===== src/rtl/tdc_pkg.sv =====
// Shared types and default sizes for the TDC measurement sequencer.
package tdc_pkg;

    typedef enum logic [2:0] {
        S_IDLE,
        S_CLEAR,
        S_LAUNCH,
        S_WAIT,
        S_ACCUM,
        S_FINISH
    } tdc_state_t;

    localparam int TDC_CODE_W    = 6;
    localparam int TDC_MAX_LOG2N = 7;
    localparam int TDC_ACC_W     = TDC_CODE_W + TDC_MAX_LOG2N;
    localparam int TDC_TMR_W     = 8;

endpackage


===== src/rtl/tdc_timeout_cnt.sv =====
// Loadable down-counter; expired flags the last cycle of the loaded interval.
module tdc_timeout_cnt
    import tdc_pkg::*;
#(
    parameter int W = TDC_TMR_W
) (
    input  logic         clk,
    input  logic         rst_n,
    input  logic         load,
    input  logic         dec,
    input  logic [W-1:0] load_val,
    output logic         expired
);

    logic [W-1:0] cnt;

    always_ff @(posedge clk or negedge rst_n) begin
        if (!rst_n) begin
            cnt <= '0;
        end else if (load) begin
            cnt <= load_val;
        end else if (dec && (cnt != '0)) begin
            cnt <= cnt - W'(1);
        end
    end

    // A count of one is the final cycle of the interval that was loaded.
    assign expired = (cnt == W'(1));

endmodule


===== src/rtl/tdc_meas_seq.sv =====
// TDC measurement sequencer: clear/launch/capture 2^log2_n times, then report sum and average.
//
// state    | meaning
// ---------+-----------------------------------------------------
// S_IDLE   | waiting for start; results held
// S_CLEAR  | tdc_clr high, settle counter running
// S_LAUNCH | one-cycle launch pulse, timeout counter loaded
// S_WAIT   | waiting for tdc_valid or timeout expiry
// S_ACCUM  | add captured code, decide next round or finish
// S_FINISH | publish sum/result, pulse done on exit
module tdc_meas_seq
    import tdc_pkg::*;
#(
    parameter int CODE_W      = TDC_CODE_W,
    parameter int SETTLE_CYC  = 4,
    parameter int TIMEOUT_CYC = 15,
    parameter int MAX_LOG2N   = TDC_MAX_LOG2N
) (
    input  logic                        clk,
    input  logic                        rst_n,
    input  logic                        ena,
    input  logic                        start,
    input  logic [2:0]                  log2_n,
    output logic                        tdc_clr,
    output logic                        tdc_launch,
    input  logic                        tdc_valid,
    input  logic [CODE_W-1:0]           tdc_code,
    output logic                        busy,
    output logic                        done,
    output logic                        err,
    output logic [CODE_W-1:0]           result,
    output logic [CODE_W+MAX_LOG2N-1:0] sum
);

    localparam int ACC_W = CODE_W + MAX_LOG2N;
    localparam int CNT_W = MAX_LOG2N + 1;
    localparam logic [2:0]           MAX_N     = 3'(MAX_LOG2N);
    localparam logic [TDC_TMR_W-1:0] SETTLE_V  = TDC_TMR_W'(SETTLE_CYC);
    localparam logic [TDC_TMR_W-1:0] TIMEOUT_V = TDC_TMR_W'(TIMEOUT_CYC);

    tdc_state_t           state;
    logic [2:0]           n_q;
    logic [ACC_W-1:0]     acc;
    logic [CNT_W-1:0]     smp_cnt;
    logic [CNT_W-1:0]     smp_next;
    logic [CNT_W-1:0]     smp_target;
    logic                 last_smp;
    logic [CODE_W-1:0]    code_q;
    logic                 tmr_load;
    logic                 tmr_dec;
    logic [TDC_TMR_W-1:0] tmr_val;
    logic                 tmr_exp;

    assign smp_next   = smp_cnt + CNT_W'(1);
    assign smp_target = CNT_W'(1) << n_q;
    assign last_smp   = (smp_next == smp_target);

    // One counter serves both the settle interval and the capture timeout.
    always_comb begin
        tmr_load = 1'b0;
        tmr_dec  = 1'b0;
        tmr_val  = SETTLE_V;
        case (state)
            S_IDLE:          tmr_load = start & ena;
            S_CLEAR, S_WAIT: tmr_dec  = 1'b1;
            S_LAUNCH: begin
                tmr_load = 1'b1;
                tmr_val  = TIMEOUT_V;
            end
            S_ACCUM:         tmr_load = ~last_smp;
            default:         tmr_load = 1'b0;
        endcase
    end

    tdc_timeout_cnt #(.W(TDC_TMR_W)) u_tmr (
        .clk      (clk),
        .rst_n    (rst_n),
        .load     (tmr_load),
        .dec      (tmr_dec),
        .load_val (tmr_val),
        .expired  (tmr_exp)
    );

    always_ff @(posedge clk or negedge rst_n) begin
        if (!rst_n) begin
            state      <= S_IDLE;
            n_q        <= '0;
            acc        <= '0;
            smp_cnt    <= '0;
            code_q     <= '0;
            tdc_clr    <= 1'b0;
            tdc_launch <= 1'b0;
            busy       <= 1'b0;
            done       <= 1'b0;
            err        <= 1'b0;
            result     <= '0;
            sum        <= '0;
        end else begin
            done <= 1'b0;
            if ((state != S_IDLE) && !ena) begin
                state      <= S_IDLE;
                tdc_clr    <= 1'b0;
                tdc_launch <= 1'b0;
                busy       <= 1'b0;
            end else begin
                case (state)
                    S_IDLE: if (start && ena) begin
                        n_q     <= (int'(log2_n) > MAX_LOG2N) ? MAX_N : log2_n;
                        acc     <= '0;
                        smp_cnt <= '0;
                        err     <= 1'b0;
                        busy    <= 1'b1;
                        tdc_clr <= 1'b1;
                        state   <= S_CLEAR;
                    end
                    S_CLEAR: if (tmr_exp) begin
                        tdc_clr    <= 1'b0;
                        tdc_launch <= 1'b1;
                        state      <= S_LAUNCH;
                    end
                    S_LAUNCH: begin
                        tdc_launch <= 1'b0;
                        state      <= S_WAIT;
                    end
                    S_WAIT: begin
                        // A capture on the expiry cycle still counts as a sample.
                        if (tdc_valid) begin
                            code_q <= tdc_code;
                            state  <= S_ACCUM;
                        end else if (tmr_exp) begin
                            err   <= 1'b1;
                            state <= S_FINISH;
                        end
                    end
                    S_ACCUM: begin
                        acc     <= acc + ACC_W'(code_q);
                        smp_cnt <= smp_next;
                        if (last_smp) begin
                            state <= S_FINISH;
                        end else begin
                            tdc_clr <= 1'b1;
                            state   <= S_CLEAR;
                        end
                    end
                    S_FINISH: begin
                        sum    <= acc;
                        result <= CODE_W'(acc >> n_q);
                        done   <= 1'b1;
                        busy   <= 1'b0;
                        state  <= S_IDLE;
                    end
                    default: state <= S_IDLE;
                endcase
            end
        end
    end

endmodule

===== config.mk =====
export PLATFORM = sky130hd
export DESIGN_NAME = tdc_meas_seq
export DESIGN_NICKNAME = d
export VERILOG_FILES = /design/src/rtl/tdc_pkg.sv /design/src/rtl/tdc_timeout_cnt.sv /design/src/rtl/tdc_meas_seq.sv
export SDC_FILE = /design/constraint.sdc
export NUM_CORES = 1
export LEC_CHECK = 0
export ABC_AREA = 1
export CAP_MARGIN = 5
export CELL_PAD_IN_SITES_DETAIL_PLACEMENT = 1
export CELL_PAD_IN_SITES_GLOBAL_PLACEMENT = 1
export CORE_MARGIN = 10
export CORE_UTILIZATION = 39
export DETAILED_ROUTE_END_ITERATION = 7
export PLACE_DENSITY = 0.77
export SYNTH_ARGS = -nofsm -noshare
export SYNTH_HDL_FRONTEND = slang
export SYNTH_SLANG_ARGS = --single-unit
export TNS_END_PERCENT = 5

===== constraint.sdc =====
create_clock -name clk -period 1.75 [get_ports clk]
set_input_delay 0.35 -clock clk [delete_from_list [all_inputs] [get_ports clk]]
set_output_delay 0.35 -clock clk [all_outputs]
set_load 0.01 [all_outputs]

# [Word-level counts from Yosys, hierarchy flattened]
# Cells that the tools add are included.
[word_totals] output_inout_bits=24 n_memories=0 ramBits=0 inputBits=14 mem_bits_ro=0 latchBits=0 elab_cells=89 ff_bits=65
[classes] mul=0 shift=2 reduce_logical=23 n_lt_le_gt_ge=0 div_mod_pow=0 bitwise=3 muxes=31 eq_ne=14 addsub=3
[ops] cell="case mux 13 bit (2 select lines)" count=1
[ops] cell="two-way mux 8 bit" count=3
[ops] cell="two-way mux 3 bit" count=6
[ops] cell="case mux 8 bit (2 select lines)" count=1
[ops] cell="case mux 3 bit (5 select lines)" count=1
[ops] cell="adder 13 x 6 -> 13 bit" count=1
[ops] cell="two-way mux 13 bit" count=1
[ops] cell="right shift 13 x 3 -> 6 bit" count=1
[ops] cell="two-way mux 1 bit" count=12
[ops] cell="AND reduction 3 bit" count=4
[ops] cell="!= test 3 bit (second input constant)" count=3
[ops] cell="nonzero test 3 bit" count=3
[ops] cell="adder 8 x 1 -> 8 bit (second input constant)" count=1
[ops] cell="equality test 8 x 1 -> 1 bit (second input constant)" count=1
[ops] cell="equality test 8 bit" count=1
[ops] cell="nonzero test 8 bit" count=1
[ops] cell="<< shifter 1 x 3 -> 8 bit (first input constant)" count=1
[ops] cell="subtractor 8 x 1 -> 8 bit (second input constant)" count=1
[ops] cell="equality test 3 x 2 -> 1 bit (second input constant)" count=2
[ops] cell="equality test 3 bit (second input constant)" count=2
[ops] cell="!= test 2 bit (second input constant)" count=3
[ops] cell="case mux 1 bit (2 select lines)" count=3
[ops] cell="case mux 1 bit (3 select lines)" count=2
[ops] cell="AND reduction 2 bit" count=3
[ops] cell="other kinds (13)" count=18

# [Depth between registers and ports, before layout]
# Gate-level depths: netlist of the first run.
[logic_depth] ltp_word=6 mapped_depth=14

# [By module]
# Synthesis of the first run repeated with hierarchy kept, for this count alone.
[hier_totals] hier_cells=531 hier_area_um2=3966.3
[modules_own_cells] module="tdc_meas_seq" area_each_um2=3333.2 instances=1 cells_each=441
[modules_own_cells] module="tdc_timeout_cnt" area_each_um2=633.1 instances=1 cells_each=90

# [Worst setup path after synthesis of the first run]
# Ideal clock, no wire load.
[synth_path] kind="flip-flop to flip-flop" startpoint="reg acc[3]" endpoint="reg acc[10]" stages_incl_launch_ff=11 required_time_ns=1.631 t_arrival_ns=1.619 slack_ns=0.012 path_cell_list="dfrtp_1 ha_1 a21oi_1 o21ai_0 a21oi_1 nor2_4 nand2_2 nor2_4 nand2_2 nor2_2 o21a_1"
[synth_via] elab_chain_cells=2
[synth_lines] item="from (decl)" line="tdc_meas_seq.sv:43" text="logic [ACC_W-1:0] acc;"
[synth_lines] item="from (signal assigned)" line="tdc_meas_seq.sv:136" text="acc <= acc + ACC_W'(code_q);"
[synth_lines] item="adder 13 x 6 -> 13 bit" line="tdc_meas_seq.sv:136"
[synth_lines] item="case mux 13 bit (2 select lines)" line="tdc_meas_seq.sv:106" text="case (state)"
# No other way between the ends.
# A chain may end at the register's enable or synchronous reset.

# [Worst setup path in the final report of the first run]
[layout_path] startpoint="reg code_q[3]" endpoint="reg acc[10]"
[layout_via] elab_chain_cells=2
[layout_lines] item="from (decl)" line="tdc_meas_seq.sv:48" text="logic [CODE_W-1:0] code_q;"
[layout_lines] item="from (signal assigned)" line="tdc_meas_seq.sv:128" text="code_q <= tdc_code;"
[layout_lines] item="adder 13 x 6 -> 13 bit" line="tdc_meas_seq.sv:136"
[layout_lines] item="case mux 13 bit (2 select lines)" line="tdc_meas_seq.sv:106"
# No other way between the ends.

==> out/summary.txt, run 1 <==
Synth Net Count: 520
dpl cell area: 4830 um2
crit share post-route: 106%
core box area: 9730 um2
antenna-violating nets left: 0
H-tree levels: 3
Mapped Cells: 495
buffers and inverters on the worst path: 1
routability cong.: 0.847
ant diodes: 0
Hold-fix buffers, CTS: 0
syn_area_per_cell: 7.85 um2
final setup violation count: 13
CP Launch Type: register
Max Buffers Root-to-Sink: 2
Leakage: 2.36 nW
TNS Setup: -0.553 ns
Final Util: 53.0%
worst setup margin: -0.0997 ns
Post-Route Skew: 0.0117 ns
most common cell after layout, fill and taps aside: nand2_1
Synth Register Bits: 65
Max VDD drop: 0.813 mV
CTS tree: built
number of global-route vias before repair: 4,131
CP Cell Sequence: ha_4 -> inv_1 -> nor3_2 -> a21oi_4 -> nor2_4 -> nand2_2 -> nor2_4 -> nand2_2 -> nor2_2 -> o21a_1
Post-Route WL: 12,300 um
placed cells: 715
total CTS buffers: 9
slowest CP cell: dfrtp_1
clock latency on the worst-skew pair: 0.35 ns
std cell rows: 36
min cycle time layout: 1.85 ns
EDFF count, synth: 0
RSZ-0062 raised after global routing: true
Post-route DRC: 0
DIE WIDTH: 120 um
Hold Path Class: in2async
first-pass GRT wire length: 20,300 um
die height: 120 um
Area growth, synth to finish: 32.7%
GRT Residual Overflow: 0
initial DRC count: 163
Slew @ Worst Pin: 0.364 ns
failing checks: negative setup slack
most area-hungry cell type in the Yosys netlist: dfrtp_1
Slew HR: 75.5%
Clock transition at path regs: 0.08 ns
initial antenna violation count: 0
slowest stage delay, CP: 0.42 ns
Synth cell types: 45
fin nets: 621
Fin. Hold Viols: 0
post-detailed-route wirelength per cell: 16.8 um
pre-CTS setup slack: -0.267 ns
critical path class: reg2reg
outcome: complete, but fails checks
IO Port Bufs: 37
count of pins over their slew limit: 0
worst hold slack: 0.0125 ns
Post-DP HPWL: 9330 um
async set-reset flop share out of synthesis: 100%
non-filler cells, final: 734
sequential share of the synthesized area: 41.9%
CTS Sinks: 65
synthesized cell area: 3880 um2
# IOs: 38
DR vias/cell: 5.11
Yosys warning total: 0
max_cap viols: 0
met3 wire length: 328 um
root buffer cell: clkbuf_8
DR top layer: met4
largest net degree at the start of global routing: 66
layout cells sized above 1: 25.3%
DR WL met2: 6660 um
DR vias: 3,752
Data arrival, critical path: 2.14 ns
Final Cell Area: 5160 um2
DR pass1 iterations: 7
most area-consuming cells after synthesis: dfrtp_1 (42%), nand2_1 (12%), o21ai_0 (5.5%)
die area: 14,400 um2
critical path required time: 2.04 ns
Most used DFF post-synth: dfrtp_1
CP delay by family, top: simple AND/OR/NAND/NOR gates
Tot Pwr: 7.54 mW
top-area cell type share of the netlist area: 41.9%
P per Cell Area: 1460 nW/um2
fmax: 541 MHz
Critical Path Fanout Max: 4
endpoint class of the critical path: register
Tot GR Track Use: 17.4%
Initial Util: 39.9%
most frequent cells in the layout: nand2_1 (122), buf_4 (63), dfrtp_1 (61)
routed length on met1: 5120 um
[cells by family after synthesis]
logic type	Yosys count	share of synthesized area, %
AO/OA/AOI/OAI	93	13.7
AND/OR/NAND/NOR	234	28.5
buffers and inverters	75	8.02
flip-flops	65	41.9
XOR/XNOR	11	2.48
multiplexers	6	1.71
adder cells (fa/ha/maj)	11	3.74
[report_power, final]
group,internal (mW),switching (mW),total [mW],leakage [nW]
clock,0.507,0.614,1.12,0.0839
combinational,1.81,2.32,4.13,1.42
sequential,1.91,0.378,2.29,0.858
[synthesized netlist by cell type (2+ instances only)]
master,n
nand2_1,124
dfrtp_1,65
inv_1,51
o21ai_0,43
nand3_1,36
nor2_1,36
a21oi_1,18
ha_1,10
inv_2,9
nor2_2,7
o22ai_1,7
xor2_1,7
nor2_4,6
o21ai_1,6
mux2_2,5
nand2_2,5
nor3_1,5
clkbuf_1,4
nand2_4,4
nand4_1,4
xnor2_1,4
buf_2,3
o211ai_1,3
o31ai_1,3
a22oi_1,2
buf_4,2
buf_6,2
clkinv_1,2
nand3_2,2
o21a_1,2
o21ai_2,2
o221ai_1,2
o22a_1,2
[sequential cells by signal, summed over array words and instances, names as in the netlist]
register and flops:
done 1, n_q 3, code_q 6, smp_cnt 8, sum 13, busy 1, result 6, tdc_launch 1
u_tmr.cnt 8, acc 13, state 3, tdc_clr 1, err 1
[final timing paths]
check | start | to | slack (ns) | depth (start not counted)
setup reg to reg | code_q[3] | acc[10] | -0.1 | 10
hold reg to reg | sum[8] | sum[8] | 0.49 | 2
min in group clk | sum[8] | sum[8] | 0.49 | 2
max in group asynchronous | rst_n | state[2] | 1.43 | 2
setup / recovery | code_q[3] | acc[10] | -0.1 | 10
hold / removal | rst_n | result[1] | 0.01 | 2
[layer usage]
metal,up-vias,track usage [%]
met5,-,0
met3,15,3.09
met1,1863,19.4
met2,52,32.5
li1,1822,-
met4,0,5.88
[timing repair]
item	CTS	global route
resized for setup	17	21
cloned	0	0
pin swaps	3	3
endpoints found under the setup margin	16	26
setup buffers	2	1
hold endpoints to repair	0	0
[cell type report]
class                           count  area (um2)
Multi-Input combinational cell    355        2090
Clock buffer                       12         135
Inverter                           63         239
Tap cell                          133         166
Clock inverter                      4        20.0
Fill cell                        1239        4570
Sequential cell                    65        1630
Timing Repair Buffer              102         878
[worst reg2reg max path, delay by kind of cell (launching register included)]
| family | cells | cell delay [ns] |
|---|---|---|
| simple gates | 6 | 0.75 |
| buf+inv | 1 | 0.09 |
| compound gates | 2 | 0.22 |
| fa+ha+maj | 1 | 0.31 |
| flops | 1 | 0.42 |
Note: power is estimated with default switching activity, not from simulation.
==> run 2, diff against run 1 <==
- CORE_ASPECT_RATIO: not set -> 1.25
==> out/summary.txt, run 2 (synthesis results as in run 1) <==
Max Buffers Root-to-Sink: 2 (unchanged)
Tot Pwr: 8.70 mW (was 7.54 mW)
min cycle time layout: 1.91 ns (was 1.85 ns)
area of the multi-input gates: 2190 um2 (was 2090 um2)
Leakage: 2.50 nW (was 2.36 nW)
Initial Util: 40.2% (was 39.9%)
non-filler cells, final: 734 (unchanged)
Area growth, synth to finish: 41.6% (was 32.7%)
root buffer cell: clkbuf_16 (was clkbuf_8)
P per Cell Area: 1580 nW/um2 (was 1460 nW/um2)
DIE WIDTH: 109 um (was 120 um)
layout cells sized above 1: 29.1% (was 25.3%)
placed cells: 704 (was 715)
fin nets: 629 (was 621)
fmax: 523 MHz (was 541 MHz)
CP Launch Type: register (unchanged)
number of global-route vias before repair: 4,304 (was 4,131)
first-pass GRT wire length: 22,100 um (was 20,300 um)
largest net degree at the start of global routing: 66 (unchanged)
Fill cells: 1,161 (was 1,239)
failing checks: negative setup slack (unchanged)
std cell rows: 40 (was 36)
DR vias/cell: 5.31 (was 5.11)
final setup violation count: 14 (was 13)
total CTS buffers: 9 (unchanged)
GRT Residual Overflow: 0 (unchanged)
IO Port Bufs: 37 (unchanged)
crit share post-route: 109% (was 106%)
post-detailed-route wirelength per cell: 18.7 um (was 16.8 um)
initial DRC count: 158 (was 163)
Post-DP HPWL: 9260 um (was 9330 um)
max_cap viols: 0 (unchanged)
Post-route DRC: 0 (unchanged)
DR vias: 3,899 (was 3,752)
Post-Route Skew: 0.00914 ns (was 0.0117 ns)
Hold Path Class: in2async (unchanged)
most frequent cells in the layout: nand2_1 (116), buf_4 (67), dfrtp_1 (63) (was nand2_1 (122), buf_4 (63), dfrtp_1 (61))
endpoint class of the critical path: register (unchanged)
H-tree levels: 3 (unchanged)
worst setup margin: -0.163 ns (was -0.0997 ns)
DR pass1 iterations: 4 (was 7)
Hold-fix buffers, CTS: 0 (unchanged)
initial antenna violation count: 0 (unchanged)
core box area: 9660 um2 (was 9730 um2)
routability cong.: 0.911 (was 0.847)
Fin. Hold Viols: 0 (unchanged)
Final Util: 56.9% (was 53.0%)
Post-Route WL: 13,700 um (was 12,300 um)
# IOs: 38 (unchanged)
Critical Path Fanout Max: 3 (was 4)
Largest regs: acc: 13 flops, sum: 13 flops (unchanged)
die height: 132 um (was 120 um)
CTS Sinks: 65 (unchanged)
CTS tree: built (unchanged)
ant diodes: 0 (unchanged)
Tot GR Track Use: 19.2% (was 17.4%)
Clock transition at path regs: 0.06 ns (was 0.08 ns)
Seq. cell area: 1630 um2 (about the same)
Slew @ Worst Pin: 0.433 ns (was 0.364 ns)
RSZ-0062 raised after global routing: true (unchanged)
most common cell after layout, fill and taps aside: nand2_1 (unchanged)
Data arrival, critical path: 2.19 ns (was 2.14 ns)
Max VDD drop: 0.812 mV (was 0.813 mV)
count of pins over their slew limit: 0 (unchanged)
antenna-violating nets left: 0 (unchanged)
critical path class: reg2reg (unchanged)
Slew HR: 70.7% (was 75.5%)
outcome: complete, but fails checks (unchanged)
critical path required time: 2.02 ns (was 2.04 ns)
clock latency on the worst-skew pair: 0.34 ns (was 0.35 ns)
die area: 14,400 um2 (about the same)
==> run 2: final timing paths <==
kind                            start         to  slack [ns]  cells past startpoint
max                        smp_cnt[1]    tdc_clr       -0.16                     14
min                             rst_n  result[2]        0.03                      2
max reg2reg                smp_cnt[1]    tdc_clr       -0.16                     14
min reg2reg                    sum[7]     sum[7]        0.48                      2
max in group asynchronous       rst_n   state[2]        1.40                      2
min in group clk               sum[7]     sum[7]        0.48                      2
==> run 2: critical path, stage by stage (launching register included) <==
cell,delay [ns]
dfrtp_1,0.44
ha_4,0.21
nand2_4,0.09
nor2_4,0.05
nand2_1,0.13
nand2_1,0.10
nand3_1,0.09
nand2_1,0.09
nor2_4,0.11
nand3_4,0.10
nor2_2,0.11
nand2_1,0.08
nand2_1,0.08
nand2_1,0.08
nand2_1,0.08
==> run 2: cell type report <==
class	count	area share (%)
repair buffers	110	17.5
inverters	63	4.39
clock inverters	2	0.637
clock buffers	13	5.10
multi-input cells	355	39.9
well taps	126	2.87
flip-flops and latches	65	29.6
==> run 2: what timing repair did <==
| action | 4_1_cts | 5_1_grt |
|---|---|---|
| resized for setup | 40 | 27 |
| endpoints found under the setup margin | 18 | 25 |
| pin swaps | 25 | 15 |
| setup buffers | 12 | 4 |
==> run 2: per-stage QoR <==
step / area [um2] / hold slack, ns / setup slack [ns] / setup TNS (ns)
global placement: 4810 / 0.399 / -0.0660 / -0.344
detailed placement: 4810 / 0.402 / -0.166 / -1.71
CTS: 5380 / 0.0434 / -0.0554 / -0.339
finish: 5500 / 0.0303 / -0.163 / -1.39
global route: 5500 / 0.0595 / -0.285 / -3.16
floorplan: 3880 / 0.0544 / 0.0123 / 0
==> run 2: power by group <==
group          switching (mW)  internal (mW)  leakage (nW)
combinational            2.49           1.96          1.48
sequential              0.423           1.91         0.860
clock                   0.665           1.25         0.158
==> run 2: routing by layer <==
layer | up-vias | global-route usage [%] | part of all wire [%]
li1 | 1839 | - | -
met1 | 1967 | 20.4 | 38
met2 | 62 | 35.9 | 56
met3 | 31 | 3.77 | 2.9
met4 | 0 | 6.67 | 2.9
met5 | - | 0 | 0
==> run 3, diff against run 2 <==
- CAP_MARGIN: 5 -> 20
==> results of run 3 <==
The final DEF is identical to that of run 2; final timing and power are the same.
